==> src/rtl/parking_ctrl_n.sv <==
// Parking-lot controller: per-slot occupancy bitmap, lowest-free-slot assignment,
// edge-detected enter/exit requests, entry lock and a retriggerable door timer.
module parking_ctrl_n #(
    parameter  int N_SLOTS     = 4,
    parameter  int DOOR_CYCLES = 3,
    localparam int IDX_W       = $clog2(N_SLOTS),
    localparam int CNT_W       = $clog2(N_SLOTS + 1)
) (
    input  logic               CLK,
    input  logic               RST,
    input  logic               enter,
    input  logic               exit,
    input  logic [IDX_W-1:0]   switch,
    input  logic               lock,
    output logic               full,
    output logic               empty,
    output logic               door_open,
    output logic [CNT_W-1:0]   capacity,
    output logic [IDX_W-1:0]   L,
    output logic [N_SLOTS-1:0] F,
    output logic [N_SLOTS-1:0] E,
    output logic               grant,
    output logic               err
);
    localparam int PAD_W = 1 << IDX_W;
    localparam int DC_W  = $clog2(DOOR_CYCLES + 1);

    typedef enum logic {IDLE, OPEN} door_state_t;

    door_state_t        state_reg;
    logic [DC_W-1:0]    door_cnt_reg;
    logic               enter_q, exit_q;
    logic [N_SLOTS-1:0] f_reg;
    logic [CNT_W-1:0]   cap_reg;
    logic               full_reg, empty_reg, door_reg, grant_reg, err_reg;
    logic [IDX_W-1:0]   l_reg;

    logic               en_ev, ex_ev, exit_ok, entry_ok, any_free, accepted, err_next;
    logic [PAD_W-1:0]   f_pad;
    logic [N_SLOTS-1:0] f_exit, f_next;
    logic [IDX_W-1:0]   free_idx;
    logic [CNT_W-1:0]   used_cnt, cap_next;

    assign en_ev = enter & ~enter_q;
    assign ex_ev = exit & ~exit_q;

    // Padding the bitmap to a power of two makes out-of-range slot numbers read as free,
    // so an exit for a nonexistent slot is rejected without a separate range compare.
    assign f_pad   = PAD_W'(f_reg);
    assign exit_ok = ex_ev & f_pad[switch];

    always_comb begin
        f_exit = f_reg;
        if (exit_ok)
            f_exit = f_reg & ~(N_SLOTS'(1) << switch);
    end

    // Entry is evaluated against the bitmap after the exit, so a freed slot is reusable at once.
    always_comb begin
        any_free = 1'b0;
        free_idx = '0;
        for (int i = N_SLOTS - 1; i >= 0; i--) begin
            if (!f_exit[i]) begin
                any_free = 1'b1;
                free_idx = IDX_W'(i);
            end
        end
    end

    assign entry_ok = en_ev & ~lock & any_free;
    assign accepted = entry_ok | exit_ok;
    assign err_next = (ex_ev & ~exit_ok) | (en_ev & ~entry_ok);

    always_comb begin
        f_next = f_exit;
        if (entry_ok)
            f_next = f_exit | (N_SLOTS'(1) << free_idx);
    end

    always_comb begin
        used_cnt = '0;
        for (int i = 0; i < N_SLOTS; i++)
            used_cnt = used_cnt + CNT_W'(f_next[i]);
    end

    assign cap_next = CNT_W'(N_SLOTS) - used_cnt;

    always_ff @(posedge CLK) begin
        if (RST) begin
            state_reg    <= IDLE;
            door_cnt_reg <= '0;
            door_reg     <= 1'b0;
            enter_q      <= 1'b0;
            exit_q       <= 1'b0;
            f_reg        <= '0;
            cap_reg      <= CNT_W'(N_SLOTS);
            full_reg     <= 1'b0;
            empty_reg    <= 1'b1;
            l_reg        <= '0;
            grant_reg    <= 1'b0;
            err_reg      <= 1'b0;
        end else begin
            enter_q   <= enter;
            exit_q    <= exit;
            f_reg     <= f_next;
            cap_reg   <= cap_next;
            full_reg  <= (cap_next == '0);
            empty_reg <= (cap_next == CNT_W'(N_SLOTS));
            grant_reg <= entry_ok;
            err_reg   <= err_next;
            if (entry_ok)
                l_reg <= free_idx;

            case (state_reg)
                IDLE: begin
                    if (accepted) begin
                        state_reg    <= OPEN;
                        door_cnt_reg <= DC_W'(DOOR_CYCLES);
                        door_reg     <= 1'b1;
                    end
                end
                OPEN: begin
                    if (accepted) begin
                        door_cnt_reg <= DC_W'(DOOR_CYCLES);
                    end else if (door_cnt_reg == DC_W'(1)) begin
                        state_reg    <= IDLE;
                        door_cnt_reg <= '0;
                        door_reg     <= 1'b0;
                    end else begin
                        door_cnt_reg <= door_cnt_reg - DC_W'(1);
                    end
                end
                default: begin
                    state_reg <= IDLE;
                    door_reg  <= 1'b0;
                end
            endcase
        end
    end

    assign F         = f_reg;
    assign E         = ~f_reg;
    assign capacity  = cap_reg;
    assign full      = full_reg;
    assign empty     = empty_reg;
    assign L         = l_reg;
    assign grant     = grant_reg;
    assign err       = err_reg;
    assign door_open = door_reg;

endmodule

==> config.mk <==
export PLATFORM = sky130hd
export DESIGN_NAME = parking_ctrl_n
export DESIGN_NICKNAME = d
export VERILOG_FILES = /design/src/rtl/parking_ctrl_n.sv
export SDC_FILE = /design/constraint.sdc
export NUM_CORES = 1
export LEC_CHECK = 0
export ABC_CLOCK_PERIOD_IN_PS = 2750
export CORE_MARGIN = 4
export CORE_UTILIZATION = 48
export CTS_BUF_LIST = sky130_fd_sc_hd__clkbuf_4
export DETAILED_ROUTE_END_ITERATION = 8
export PLACE_DENSITY_LB_ADDON = 0.08
export SLEW_MARGIN = 40
export SYNTH_ARGS = -nofsm -noshare
export SYNTH_HDL_FRONTEND = slang
export SYNTH_SLANG_ARGS = --single-unit
==> constraint.sdc <==
create_clock -name CLK -period 2.75 [get_ports CLK]
set_clock_uncertainty 0.15 [all_clocks]
set_input_delay 0.275 -clock CLK [delete_from_list [all_inputs] [get_ports CLK]]
set_output_delay 0.275 -clock CLK [all_outputs]
set_load 0.05 [all_outputs]
==> summary.md <==
| Metric | Value |
|---|---|
| WP data arrival | `about 2.7 ns` |
| Hold path cells | `2` |
| Initial DRT Pass Iterations | `4` |
| Routed Antenna Nets | `0` |
| Cell Int Power | `approximately 0.42 mW` |
| DR iter-0 viols | `16` |
| MaxCap Viol Count | `0` |
| Seq pwr share | `0.505` |
| CP Buf/Inv Count | `1` |
| Dpl hpwl | `around 1400 µm` |
| Cts bufs inserted | `3` |
| Max Fanout on Critical Path | `3` |
| Share of post-route cells with drive strength above 1 | `0.209` |
| Max reg flops | `4` |
| Reg2reg setup slack | `approximately 0.25 ns` |
| Clock latency on the worst-skew pair | `approximately 0.29 ns` |
| Max Root-Sink Buffers | `2` |
| Final instance area | `between 0.001 and 0.0015 mm²` |
| Critical Path Slowest Stage Cell | `clkdlybuf4s50_1` |
| Hold Startpoint | `exit` |
| Area growth syn-to-layout | `47.2%` |
| TritonCTS clock tree | `yes` |
| Largest family of logic cells by synthesized area | `simple AND/OR/NAND/NOR gates` |
| Final WL | `2000 µm` |
| Reg-to-Reg End | `full` |
| Adder-cell share of the synthesized area | `0.0667` |
| Net Switching | `~0.18 mW` |
| Fin worst setup slack | `between 0.1 and 0.15 ns` |
| Post-Synthesis Cells | `90` |
| Top_reg_cell synth | `dfxtp_1` |
| Syn Std Cell Area | `approximately 860 µm²` |
| Slew @ Worst Pin | `slightly below 0.6 ns` |
| Final setup viols | `0` |
| EDFF count, synth | `0` |
| Cell family with most CP delay | `simple AND/OR/NAND/NOR gates` |
| Crit path time final | `~2.6 ns` |
| Hold Buf Count CTS | `0` |
| Reg2Reg Depth | `9` |
| PortBufs | `24` |
| Worst r2r src | `enter_q` |
| Largest net degree at the start of global routing | `17` |
| Cell Pwr Density | `roughly 470 mW/mm²` |
| Final period util | `0.951` |
| Final Hold Fails | `0` |
| Post-synthesis compound-gate area fraction | `0.196` |
| Sw Share | `0.295` |
| Hold endpoint | `exit_q` |
| RSZ-0062 raised after global routing | `no` |
| FILL cells | `approximately 130` |
| Top cell type's share of synthesized area | `0.441` |
| CTS sink count | `19` |
| Initial Util | `0.505` |
| Synth area leaders | `dfxtp_1, ha_1, o21ai_0` |
| Mean Syn Cell Area | `9.59 µm²` |
| Crit path kind | `in -> reg` |
| First-pass GRT wire length | `roughly 3400 µm` |
| Post-synth cell types | `32` |
| Sequential area share after synthesis | `0.441` |
| Die ar. | `roughly 0.0025 mm²` |
| Initial antenna violation count | `0` |
| Die Span X | `50.4 µm` |
| Mapped Nets | `around 100` |
| VDD IR-drop max | `approximately 350 µV` |
| Worst path cell trace | `clkdlybuf4s50_1, nor3b_4, nand4_1, nand4_1, o21ai_2, fa_1, ha_2, ha_1, or2_4, nor3_2` |
| Synthesis warning total | `0` |
| Vias in the first global route | `just under 800` |
| Leak | `~0.50 nW` |
| Via density | `between 5 and 6` |
| Mux cell area share after synthesis | `0.0507` |
| Simple-Gate Fraction of Synth Area | `0.199` |
| Die height | `50.4 µm` |
| Post-synthesis async set-or-reset flop share | `0` |
| GRT Total Usage | `0.175` |
| Worst path most repeated cell | `nand4_1` |
| Crit path capture type | `flip-flop` |
| Core Footprint | `0.00171 mm²` |
| Crit path launch type | `primary input` |
| Clock power share | `0.243` |
| Worst-path clk slew | `~0.10 ns` |
| Final Max Tran Viols | `0` |
| Diodes inserted | `0` |
| Ports | `25` |
| Slew headroom | `0.614` |
| Synth Register Bits | `19` |
| Clk root buf | `clkbuf_4` |
| Nets | `roughly 140` |
| Combinational share of power | `0.252` |
| CP Data Required Time | `~2.8 ns` |
| Placer Congestion | `~0.93` |
| Status | `complete, no violations` |
| Pre-CTS setup slack | `-0.283 ns` |
| Maximum operating frequency | `0.382 GHz` |
| Remaining DRCs | `0` |
| Placed cell area | `about 0.0012 mm²` |
| Yosys top cell by area | `dfxtp_1` |
| WL per Instance | `13.0 µm` |
| CTS H-tree depth | `1` |
| Overflow left after global routing | `0` |
| XOR/XNOR Fraction of Synth Area | `0` |
| Hold Path Class | `in -> reg` |
| Vias | `~800` |
| Row count | `15` |
| Critical path's largest stage delay | `about 0.48 ns` |
Yosys cell counts, drive strengths merged, types with 2 or more instances:
cell type / number
a21oi: 6
dfxtp: 19
ha: 3
inv: 9
nand2: 4
nand3: 3
nand4: 3
nor2: 7
nor2b: 5
nor3: 2
o211a: 2
o21ai: 7
worst max path at each step:
stage                      from   end  slack, ns  depth (start not counted)
after detailed placement   exit  full      -0.28                          9
after global placement     exit  full      -0.23                          9
after floorplan            F[1]  full       0.04                          8
after global routing      enter  full       0.07                         10
after CTS                  exit  full      0.008                          9
final                     enter  full       0.14                         10
routing by layer:
layer	part of all wire	wire (µm)	global-route usage
met2	0.48	968	0.293
met5	0	0	0
met4	0.015	29	0.0897
met1	0.45	898	0.208
met3	0.050	99	0.0386
worst register-to-register path, stage by stage, from the launching register on:
cell     delay [ns]
dfxtp_1        0.35
nor3b_4        0.25
nand4_1        0.19
nand4_1        0.19
o21ai_2        0.08
fa_1           0.48
ha_2           0.18
ha_1           0.19
or2_4          0.26
nor3_2         0.13
logic make-up (layout without fill, tap and decap cells):
family / count (synthesis) / in the layout
adders and majority gates: 4 / 4
AOI/OAI and AO/OA: 24 / 24
buffers and inverters: 10 / 49
muxes: 3 / 3
DFF: 19 / 19
and+or+nand+nor: 30 / 30
layout by cell type (no fill, tap or decap), drive strengths merged, types with 2 or more instances in the layout:
| master | instances |
|---|---|
| dfxtp | 19 |
| a21oi | 6 |
| nor2b | 5 |
| nand3 | 3 |
| nor3 | 2 |
| o211a | 2 |
| inv | 9 |
| clkdlybuf4s50 | 23 |
| ha | 3 |
| nor2 | 7 |
| buf | 12 |
| nand2 | 4 |
| clkbuf | 4 |
| nand4 | 3 |
| o21ai | 7 |
layout make-up:
class	instances	area [µm²]	area share
multi-input combinational	61	462	0.363
sequential	19	382	0.300
timing repair buffer	36	333	0.262
inverter	9	33.8	0.0266
tap	25	31.3	0.0246
clock buffer	4	30.0	0.0236
per-stage QoR:
stage	setup TNS [ns]	instances	hold slack, ns	util	total power [mW]
floorplan	0	90	0.197	-	0.399
finish	0	154	0.139	0.744	0.599
global placement	-0.680	149	0.299	0.709	0.452
CTS	0	153	0.327	0.727	0.599
detailed placement	-0.710	149	0.303	0.709	0.455
global route	0	154	0.168	0.744	0.634
power by group through the flow:
stage / sequential [mW] / combinational (mW) / clock [mW]
floorplan: 0.347 / 0.0521 / 0
CTS: 0.303 / 0.146 / 0.150
detailed placement: 0.309 / 0.146 / 0
global route: 0.305 / 0.162 / 0.167
finish: 0.303 / 0.151 / 0.146
global placement: 0.308 / 0.144 / 0
repair_timing:
action	4_1_cts	5_1_grt
resized for setup	0	10
buffers inserted	0	1
endpoints found under the setup margin	0	3
Power figures use the tool's default switching activity.
